**src/rtl/sha256_req_arbiter.sv**
```systemverilog
// sha256_req_arbiter: shares one sha256_top core between NUM_REQ message
// sources. A source owns the core for a whole message (words in, digest out),
// and ownership rotates round-robin.
// Optional feature macro: SHA_ARB_TIMEOUT_EN adds a stall watchdog, which
// resets the core and releases a stalled owner. It also adds a timeout_err port.
module sha256_req_arbiter #(
   parameter int NUM_REQ = 4,
   parameter int TIMEOUT = 4096,
   localparam int IDX_W = $clog2(NUM_REQ)
) (
   input  logic                   clk,
   input  logic                   rst,
   input  logic [NUM_REQ-1:0]     req_valid,
   input  logic [64*NUM_REQ-1:0]  req_data,
   input  logic [NUM_REQ-1:0]     req_last,
   input  logic [7*NUM_REQ-1:0]   req_inv_bits,
   output logic [NUM_REQ-1:0]     req_ready,
   input  logic [NUM_REQ-1:0]     hash_ready,
   output logic [NUM_REQ-1:0]     hash_valid,
   output logic [255:0]           hash_out,
   output logic [63:0]            core_data_in,
   output logic                   core_data_valid,
   output logic                   core_last_block,
   output logic [6:0]             core_inv_bits,
   output logic                   core_ready_send,
   input  logic                   core_ready_rcv,
   input  logic                   core_hash_valid,
   input  logic [255:0]           core_hash_value,
   output logic                   core_srst,
   output logic [IDX_W-1:0]       grant_idx,
`ifdef SHA_ARB_TIMEOUT_EN
   output logic [NUM_REQ-1:0]     timeout_err,
`endif
   output logic                   busy
);

   typedef enum logic [1:0] {IDLE, STREAM, WAIT_HASH} state_t;

   state_t           state_reg, state_next;
   logic [IDX_W-1:0] grant_reg, grant_next;
   logic [IDX_W-1:0] rr_reg, rr_next;
   logic [IDX_W-1:0] grant_inc;

   logic [63:0]      data_arr [NUM_REQ];
   logic [6:0]       inv_arr  [NUM_REQ];
   logic [IDX_W-1:0] cand_idx [NUM_REQ];
   logic [NUM_REQ-1:0] cand_valid;

   logic             found;
   logic [IDX_W-1:0] winner;
   logic             word_xfer, last_xfer, hash_xfer, timeout_hit;

   // Unpack the flat requester buses and build the request vector rotated so
   // that position 0 corresponds to the round-robin pointer.
   genvar gi;
   generate
      for (gi = 0; gi < NUM_REQ; gi++) begin : g_req
         assign data_arr[gi]   = req_data[64*gi +: 64];
         assign inv_arr[gi]    = req_inv_bits[7*gi +: 7];
         assign cand_idx[gi]   = IDX_W'((32'(rr_reg) + gi) % NUM_REQ);
         assign cand_valid[gi] = req_valid[cand_idx[gi]];
      end
   endgenerate

   // Priority pick: the first requesting source at or after rr_ptr, with wrap.
   always_comb begin
      found  = 1'b0;
      winner = '0;
      for (int k = NUM_REQ - 1; k >= 0; k--) begin
         if (cand_valid[k]) begin
            found  = 1'b1;
            winner = cand_idx[k];
         end
      end
   end

   assign grant_inc = (grant_reg == IDX_W'(NUM_REQ - 1)) ? '0 : grant_reg + 1'b1;
   assign word_xfer = (state_reg == STREAM) && req_valid[grant_reg] && core_ready_rcv;
   assign last_xfer = word_xfer && req_last[grant_reg];
   assign hash_xfer = (state_reg == WAIT_HASH) && core_hash_valid && hash_ready[grant_reg];

`ifdef SHA_ARB_TIMEOUT_EN
   localparam int CNT_W = $clog2(TIMEOUT + 1);
   logic [CNT_W-1:0]   wd_reg;
   logic [NUM_REQ-1:0] terr_reg;
   logic               tpulse_reg;

   assign timeout_hit = (state_reg != IDLE) && !(word_xfer || hash_xfer) &&
                        (wd_reg == CNT_W'(TIMEOUT - 1));

   // Watchdog: counts owned cycles without progress; any transfer restarts it.
   always_ff @(posedge clk) begin
      if (rst || state_reg == IDLE || word_xfer || hash_xfer || timeout_hit) begin
         wd_reg <= '0;
      end else begin
         wd_reg <= wd_reg + 1'b1;
      end
   end

   // One-cycle error flag for the stalled owner plus a one-cycle core reset.
   always_ff @(posedge clk) begin
      terr_reg   <= '0;
      tpulse_reg <= 1'b0;
      if (!rst && timeout_hit) begin
         terr_reg[grant_reg] <= 1'b1;
         tpulse_reg          <= 1'b1;
      end
   end

   assign timeout_err = terr_reg;
   assign core_srst   = rst | tpulse_reg;
`else
   assign timeout_hit = 1'b0;
   assign core_srst   = rst;
`endif

   // State, owner and round-robin pointer registers.
   always_ff @(posedge clk) begin
      if (rst) begin
         state_reg <= IDLE;
         grant_reg <= '0;
         rr_reg    <= '0;
      end else begin
         state_reg <= state_next;
         grant_reg <= grant_next;
         rr_reg    <= rr_next;
      end
   end

   // Next-state logic and the owner's pass-through muxing; outputs are held
   // quiet while reset is asserted.
   always_comb begin
      state_next      = state_reg;
      grant_next      = grant_reg;
      rr_next         = rr_reg;
      req_ready       = '0;
      hash_valid      = '0;
      hash_out        = '0;
      core_data_in    = '0;
      core_data_valid = 1'b0;
      core_last_block = 1'b0;
      core_inv_bits   = '0;
      core_ready_send = 1'b0;
      case (state_reg)
         IDLE: begin
            if (found) begin
               grant_next = winner;
               state_next = STREAM;
            end
         end
         STREAM: begin
            if (!rst) begin
               core_data_valid      = req_valid[grant_reg];
               core_data_in         = data_arr[grant_reg];
               core_last_block      = req_last[grant_reg];
               core_inv_bits        = inv_arr[grant_reg];
               req_ready[grant_reg] = core_ready_rcv;
            end
            if (last_xfer) state_next = WAIT_HASH;
         end
         WAIT_HASH: begin
            if (!rst) begin
               core_ready_send       = hash_ready[grant_reg];
               hash_valid[grant_reg] = core_hash_valid;
               hash_out              = core_hash_value;
            end
            if (hash_xfer) begin
               state_next = IDLE;
               rr_next    = grant_inc;
            end
         end
         default: state_next = IDLE;
      endcase
      if (timeout_hit) begin
         state_next = IDLE;
         rr_next    = grant_inc;
      end
   end

   assign grant_idx = grant_reg;
   assign busy      = !rst && (state_reg != IDLE);

endmodule

```
**config.mk**
```make
export PLATFORM = sky130hd
export DESIGN_NAME = sha256_req_arbiter
export DESIGN_NICKNAME = d
export VERILOG_FILES = /design/src/rtl/sha256_req_arbiter.sv
export SDC_FILE = /design/constraint.sdc
export NUM_CORES = 1
export LEC_CHECK = 0
export CAP_MARGIN = 20
export CORE_AREA = 8 8 342 344
export DETAILED_ROUTE_END_ITERATION = 12
export DIE_AREA = 0 0 350 352
export PLACE_DENSITY = 0.3
export SKIP_CTS_REPAIR_TIMING = 1
export SLEW_MARGIN = 20
export SYNTH_ARGS = -nofsm -noshare
export SYNTH_HDL_FRONTEND = slang
export SYNTH_SLANG_ARGS = --single-unit
```
**constraint.sdc**
```tcl
create_clock -name clk -period 2.57 [get_ports clk]
set_input_delay 0.514 -clock clk [delete_from_list [all_inputs] [get_ports clk]]
set_output_delay 0.514 -clock clk [all_outputs]
set_load 0.02 [all_outputs]
```
### Word-level counts from Yosys, hierarchy flattened

Index checks and enable logic that the tools add are counted.

| cells by class | value |
|---|---|
| add/sub/neg operators | 4 |
| $lt $le $gt $ge | 7 |
| equality and inequality tests | 6 |
| muxes and demuxes | 51 |
| bitwise logic cells | 3 |
| reduce and logical (&&, ||, !) cells | 13 |

Operator list:

| kind | number |
|---|---|
| 256-bit two-way mux | 2 |
| 64-bit two-way mux | 4 |
| 64-bit binary-select mux with 2-bit select | 1 |
| 7-bit two-way mux | 4 |
| 1-bit two-way mux | 18 |
| 2-bit two-way mux | 8 |
| 4-bit two-way mux | 4 |
| 2-bit by 3-bit less-than comparator with 1-bit output (second input constant) | 5 |
| 1-bit binary-select mux with 2-bit select | 7 |
| 7-bit binary-select mux with 2-bit select | 1 |
| 4-bit AND | 2 |
| 1-bit logical AND | 7 |
| 2-bit inequality test (second input constant) | 3 |
| 2-bit one-hot mux with 3 select lines | 1 |
| 2-bit by 1-bit adder with 2-bit output (second input constant) | 2 |
| 2-bit adder (second input constant) | 2 |
| 2-bit equality test (second input constant) | 2 |
| 2-bit AND reduction | 2 |
| 3-bit >= comparator (second input constant) | 1 |
| 2-bit inverter with 3-bit output | 1 |
| 3-bit AND reduction | 1 |
| 1-bit demux with 2-bit select | 1 |
| 2-bit by 1-bit equality test with 1-bit output (second input constant) | 1 |
| 2-bit by 1-bit >= comparator with 1-bit output (second input constant) | 1 |
| 3 further kinds | 3 |

| word-level totals | value |
|---|---|
| flip-flop bits (word level) | 6 |
| input bits | 556 |
| output and inout port bits | 342 |
| word-level logic and storage cells | 87 |

### Logic depth before layout (Yosys ltp)

Gate-level depths: netlist of the first run.

| depth | value |
|---|---|
| depth after elaboration | 9 |
| mapped depth | 6 |
| depth with buffers taken out | 4 |

### Least setup slack after synthesis of the first run

Ideal clock, no wire load.

| path | value |
|---|---|
| kind | register -> output |
| start point | register grant_reg[0], in the netlist grant_idx[0] |
| end point | output port core_data_in[17] |
| arrival | 1.681 ns |
| required time | 2.056 ns |
| path slack | 0.375 ns |
| cell stages (with the launch flop) | 6 |
| path buffers | 3 |
| cell sequence | dfxtp_1 > buf_6 > buf_8 > buf_6 > mux4_1 > nor2b_1 |

| between the ends | value |
|---|---|
| word-level cells in the longest chain between the ends | 6 |

RTL lines:

| item | RTL line | text |
|---|---|---|
| from (decl) | 40 | `logic [IDX_W-1:0] grant_reg, grant_next;` |
| from (signal assigned) | 125 | `grant_reg <= grant_next;` |
| 2-bit inverter with 3-bit output (not written as such) | 154 | `core_data_in = data_arr[grant_reg];` |
| 64-bit binary-select mux with 2-bit select | 154 |  |
| 64-bit two-way mux (not written as such) (2 in a row) | 154 |  |
| 64-bit two-way mux | 152 | `if (!rst) begin` |
| 64-bit two-way mux | 144 | `case (state_reg)` |
| to (decl) | 21 | `output logic [63:0] core_data_in,` |

Every way passes these cells. The select of a mux whose other input is x is not followed.

### Worst setup path in the final report of the first run

| path | value |
|---|---|
| start point | register grant_reg[1], in the netlist grant_idx[1] |
| end point | output port core_inv_bits[5] |

| between the ends | value |
|---|---|
| word-level cells in the longest chain between the ends | 6 |

RTL lines:

| item | RTL line | text |
|---|---|---|
| 2-bit inverter with 3-bit output (not written as such) | 156 | `core_inv_bits = inv_arr[grant_reg];` |
| 7-bit binary-select mux with 2-bit select | 156 |  |
| 7-bit two-way mux (not written as such) (2 in a row) | 156 |  |
| 7-bit two-way mux | 152 |  |
| 7-bit two-way mux | 144 |  |
| to (decl) | 24 | `output logic [6:0] core_inv_bits,` |

Every way passes these cells. The select of a mux whose other input is x is not followed.

==> out/qor.yml, run 1 <==
worst_setup_path:
  cp_data_arrival_time_ns: 2.01
  worstPathCellList: "buf_12, buf_16, mux4_2, nor2b_1, buf_4, buf_12"
  cp_slowest_stage_delay_ns: 0.48
  path_max_fanout: 27
  delay_heaviest_family_cp: "buffers and inverters"
  setup.worst_path.class: "flip-flop to output pin"
  reg2regPathDepth: 5
  critPathLaunchType: "flip-flop"
  cp_common_cell: "buf_12"
  critical_path.endpoint_type: "output pin"
  critical_path.n_buffers_inverters: 4
  cp.depth: 6
  slowest_stage: "dfxtp_4"
  worst_ep_required_time_ns: 2.06
clock_tree:
  clock_insertion_delay_worst_skew_ns: 0.23
  h-tree-depth: 1
  tritoncts.num_buffers: 3
  clock_root_buffer_master: "clkbuf_16"
  cts_num_sinks: 6
  cts_tree: "done"
  clkSlewWorstSetupHoldPaths_ns: 0.04
  max-clock-path-buffers: 2
power:
  leakage_nw: 9.15
  vdd_ir_drop_max_v: 0.000159
  powerDensity_nw_per_um2: 166
yosys:
  top_reg_cell_synth: "dfxtp_1"
  netlist.top_cell.by_area: "and2_1"
  synth_edf_count: 0
  synth-warning-count: 0
  syn_avg_cell_area_sq_um: 8.62
  postSynthNetCount: 1080
  syn-instance-count: 520
  postSynth.asyncResetShare_pct: 0
  top_area_cells_in_the_synthesized_netlist: "and2_1 (36%), mux4_2 (33%), nor2b_1 (10%), mux4_1 (5.3%), clkbuf_1 (2.8%)"
  yosys_register_bits: 6
  synth_top_cell_area_share_pct: 35.9
  synth_cell_type_count: 28
  syn_area_sq_um: 4480
  ys_seq_area_share_pct: 2.68
sta:
  final-setup-viol-count: 0
  post-route-period-util_pct: 98.4
  period_minus_slack_ns: 2.53
  totalNegativeSetupSlack_ns: 0
  rsz0062_at_grt: "true"
  slew_viol_final: 0
  worst_slack_ns: 0.0420
  hold_violations: 0
  worstMarginPinSlew_ns: 0.377
  slew_headroom_pct: 74.8
  hold_ws_ns: 0.484
  maxClockFrequency_mhz: 396
  skew_ns: 0.00638
detailed_routing:
  detailedRoute.firstPassIterationCount: 4
  detail-route-antenna-nets: 0
  drt_iter0_markers: 204
  routed_wl_um: 81600
  dr_total_vias: 8165
  drt-vias-per-instance: 2.76
  detail_route.drc_violations: 0
  routedWlPerCell_um: 27.6
finish:
  layout.cells.non_filler: 2955
  flow.area_growth_from_synthesis_pct: 288
  fillerInstances: 12600
  layout.nets: 2003
  final_core_density_pct: 15.6
  drive_above_1_share_pct: 23.1
grt:
  gr-usage-all-layers_pct: 12.4
  antenna_found_initial: 59
  first_global_vias: 9097
  grt_remaining_overflow: 0
  global_route.usage.met3_pct: 5.18
  grt_start_max_net_pins: 45
  use_met1_pct: 13.5
  grt_most_used_layer: "met2"
  grt_first_pass_wirelength_um: 101000
  met2_resource_use_gr_pct: 22.7
floorplanning:
  core_area_sq_um: 112000
  fp.dieArea_sq_um: 123000
  io-pin-count: 898
  placement_rows: 123
  initial_core_util_pct: 4.02
  die_height_um: 352
  die_width_um: 350
hold_path:
  holdCritPathClass: "flip-flop to flip-flop"
  worstHoldPathCells: 2
placement:
  place.detailed.instances: 2907
  final_hpwl_from_detailed_placement_um: 74900
  port_buffers: 897
  dp_worst_slack_ns: -0.497
  globalplace.congestion: 0.857
status:
  run_status: "finished clean"
run:
  max_cap_viol_count: 0
[layout by cell type, fill, tap and decap left out, drive strengths merged, types with 3 or more instances in the layout]
| cell | netlist | layout |
|---|---|---|
| ha | 4 | 4 |
| nand2 | 8 | 8 |
| nor2 | 14 | 14 |
| nand2b | 6 | 6 |
| diode | 0 | 13 |
| inv | 3 | 3 |
| dlymetal6s2s | 0 | 172 |
| clkbuf | 35 | 16 |
| mux4 | 74 | 74 |
| nor2b | 74 | 74 |
| a21oi | 7 | 7 |
| dfxtp | 6 | 6 |
| clkdlybuf4s50 | 0 | 556 |
| buf | 20 | 233 |
| and2 | 257 | 257 |
[path summary, 6_finish.rpt]
path | slack, ns | start | to
max | 0.04 | grant_idx[1] | core_inv_bits[5]
min | 0.48 | rr_reg[0] | rr_reg[0]
max reg2reg | 0.70 | grant_idx[0] | rr_reg[1]
min reg2reg | 0.48 | rr_reg[0] | rr_reg[0]
[metrics by stage]
step / cell area (sq um) / power [mW]
global route: 17400 / 3.07
detailed placement: 16500 / 2.61
CTS: 16600 / 2.90
floorplan: 4480 / 0.884
finish: 17400 / 2.88
global placement: 16500 / 2.62
[final cells by class]
type                       count  area, sq um  share of cell area (%)
inverter                       3         11.3                  0.0647
multi-input combinational    456         4120                    23.7
antenna                       13         32.5                   0.187
timing repair buffer         973        11200                    64.1
tap                         1500         1880                    10.8
clock buffer                   4         78.8                   0.453
sequential                     6          128                   0.733
[routing by layer]
layer  part of all wire [%]  wire length, um  vias to the layer above
li1                       -                -                     3633
met1                     37            30300                     3892
met2                     51            41500                      540
met3                     10             8180                       74
met4                    1.7             1400                       26
met5                   0.18              144                        -
[power breakdown]
group | internal [mW] | total, mW | switching (mW)
clock | 0.206 | 0.258 | 0.0522
sequential | 0.101 | 0.116 | 0.0148
combinational | 1.57 | 2.51 | 0.939
[synthesized netlist by cell type (2+ instances only)]
| cell type | n |
|---|---|
| a21oi_1 | 7 |
| and2_1 | 257 |
| and2b_1 | 2 |
| buf_2 | 12 |
| buf_6 | 5 |
| clkbuf_1 | 33 |
| clkbuf_2 | 2 |
| dfxtp_1 | 6 |
| ha_1 | 4 |
| inv_1 | 3 |
| mux2i_1 | 2 |
| mux4_1 | 9 |
| mux4_2 | 65 |
| nand2_1 | 8 |
| nand2b_1 | 6 |
| nor2_1 | 14 |
| nor2b_1 | 74 |
[kinds of logic (layout without fill, tap and decap cells)]
family          after synthesis  in the layout  share of synthesized area (%)
simple gates                365            365                           49.9
mux                          76             76                           38.4
buf+inv                      58            980                           6.42
compound gates               11             11                           1.48
flops                         6              6                           2.68
fa+ha+maj                     4              4                           1.12
other cells                   0             13                              0
[tightest hold or removal path: cells and delay by family (launching register included)]
kind,cells,cell delay [ns]
AOI/OAI and AO/OA,1,0.05
and+or+nand+nor,1,0.06
DFF,1,0.32
Power figures use the tool's default switching activity.
==> run 2, diff against run 1 <==
--- a/config.mk
+++ b/config.mk
@@ -10,5 +10,7 @@
 export DETAILED_ROUTE_END_ITERATION = 12
 export DIE_AREA = 0 0 350 352
+export HOLD_SLACK_MARGIN = 0.15
 export PLACE_DENSITY = 0.3
+export SETUP_SLACK_MARGIN = 0.5
 export SKIP_CTS_REPAIR_TIMING = 1
 export SLEW_MARGIN = 20
==> constraint.sdc (replaced) <==
create_clock -name clk -period 2.57 [get_ports clk]
set_input_delay 0.6425 -clock clk [delete_from_list [all_inputs] [get_ports clk]]
set_output_delay 0.6425 -clock clk [all_outputs]
set_load 0.02 [all_outputs]
==> run 2 against run 1 <==
  * Final cell count rose by 4.1%
  * First-iteration DRC count grew 86%
  * Wire length rose by 21%
  * Worst hold slack gained 0.0047 ns
  * Count of clock-buffer cells in the layout fell by 1
  * Critical path type is now primary input to output pin
  * The run now ends with negative setup slack left
  * Critical path depth decreased by 2
  * Largest cell class unchanged
  * Sequential cell count did not move
==> out/qor.yml, run 2 (same netlist as run 1, synthesis figures left out) <==
grt:
  grt_first_pass_wirelength_um: 114000
  antenna_found_initial: 107
  first_global_vias: 9237
  grt_remaining_overflow: 0
  gr-usage-all-layers_pct: 14.1
  grt_start_max_net_pins: 56
finish:
  final_design_area_no_fill_sq_um: 20800
  leading_cell_type_in_the_layout_fill_and_taps_excluded: "clkdlybuf4s50_1"
  layout_common_cells: "clkdlybuf4s50_1 (373), and2_4 (236), buf_6 (223), dlymetal6s2s_1 (185), buf_12 (154)"
  drive_above_1_share_pct: 61.3
  layout.nets: 2102
  final_core_density_pct: 18.6
  flow.area_growth_from_synthesis_pct: 364
sta:
  worstMarginPinSlew_ns: 0.372
  rsz0062_at_grt: "true"
  hold_ws_ns: 0.489
  slew_headroom_pct: 75.1
  skew_ns: 0.000321
  worst_slack_ns: -0.0953
  slew_viol_final: 0
  maxClockFrequency_mhz: 375
  totalNegativeSetupSlack_ns: -0.368
  final-setup-viol-count: 10
  post-route-period-util_pct: 104
  period_minus_slack_ns: 2.67
  hold_violations: 0
worst_setup_path:
  reg2regPathDepth: 7
  path_max_fanout: 1
  critical_path.startpoint: "req_data[63]"
  setup.worst_path.class: "primary input to output pin"
  reg2reg_from: "grant_idx[0]"
  rr_endpoint: "rr_reg[1]"
  worst_ep_required_time_ns: 1.93
  critical_path.endpoint: "core_data_in[63]"
  cp_data_arrival_time_ns: 2.02
  critical_path.endpoint_type: "output pin"
  critPathLaunchType: "primary input"
  setup.reg_to_reg.worst_slack_ns: 0.61
placement:
  final_hpwl_from_detailed_placement_um: 85100
  placement.cell_area_sq_um: 17300
  port_buffers: 897
  globalplace.congestion: 0.892
clock_tree:
  clock_root_buffer_master: "clkbuf_16"
  cts_num_sinks: 6
  h-tree-depth: 1
  cts_tree: "done"
  clkSlewWorstSetupHoldPaths_ns: 0.04
  clock_insertion_delay_worst_skew_ns: 0.23
  max-clock-path-buffers: 2
  tritoncts.num_buffers: 3
detailed_routing:
  detail-route-antenna-nets: 0
  routedWlPerCell_um: 31.9
  detailedRoute.firstPassIterationCount: 4
  detail_route.drc_violations: 0
  drt-vias-per-instance: 2.94
  drt_iter0_markers: 380
  routed_wl_um: 98300
  dr_total_vias: 9058
power:
  seq_power_share_pct: 3.1
  leakage_nw: 9.60
  powerDensity_nw_per_um2: 169
  intPower_mw: 2.23
  p_sw_mw: 1.28
  vdd_ir_drop_max_v: 0.000207
  share_clk_of_total_power_pct: 7.3
  combPwrFrac_pct: 89.6
  power.share.switching_pct: 36.5
floorplanning:
  io-pin-count: 898
  fp.dieArea_sq_um: 123000
  initial_core_util_pct: 4.02
  die_height_um: 352
  placement_rows: 123
  core_area_sq_um: 112000
  die_width_um: 350
hold_path:
  holdCritPathClass: "flip-flop to flip-flop"
run:
  max_cap_viol_count: 0
status:
  failed_checks: "negative setup slack"
  run_status: "finished, violations left"
==> run 2: layer usage <==
metal  vias to the layer above  wire length [um]  track usage [%]  part of all wire [%]
met4                        54              1210            0.468                   1.2
met5                         -               345                0                  0.35
met3                       158              9440             6.06                   9.6
met2                       610             49200             25.3                    50
li1                       3870                 -                -                     -
met1                      4366             38100             16.2                    39
==> run 2: how the worst min path moves through the flow <==
stage	endpoint	from	slack, ns	cells past startpoint
global route	rr_reg[0]	rr_reg[0]	0.50	2
floorplan	rr_reg[0]	rr_reg[0]	0.45	2
CTS	rr_reg[0]	rr_reg[0]	0.49	2
finish	rr_reg[0]	rr_reg[0]	0.49	2
detailed placement	rr_reg[0]	rr_reg[0]	0.48	2
global placement	rr_reg[0]	rr_reg[0]	0.48	2
==> run 2: metrics by stage <==
step	power, mW	setup slack, ns	instances
finish	3.52	-0.0953	3077
global route	3.70	-0.126	3045
CTS	3.11	-0.776	2919
detailed placement	2.82	-0.769	2916
global placement	2.84	-0.780	2916
floorplan	1.05	0.456	520
==> run 2: power groups by stage <==
| stage | logic (mW) | registers (mW) | clock network (mW) |
|---|---|---|---|
| floorplan | 0.940 | 0.112 | 0 |
| global placement | 2.72 | 0.118 | 0 |
| detailed placement | 2.71 | 0.117 | 0 |
| CTS | 2.73 | 0.116 | 0.258 |
| global route | 3.32 | 0.112 | 0.273 |
| finish | 3.15 | 0.110 | 0.257 |
==> run 2: cell type report <==
class	count	area [sq um]
timing repair buffer	1072	13300
fill	12300	90800
clock buffer	3	75.1
inverter	3	18.8
sequential	6	129
tap	1500	1880
antenna	37	92.6
multi-input combinational	456	5280
==> run 2: critical path, cell delays in order <==
cell             delay (ns)
clkdlybuf4s50_1        0.52
mux4_2                 0.52
nor2b_1                0.17
buf_4                  0.17
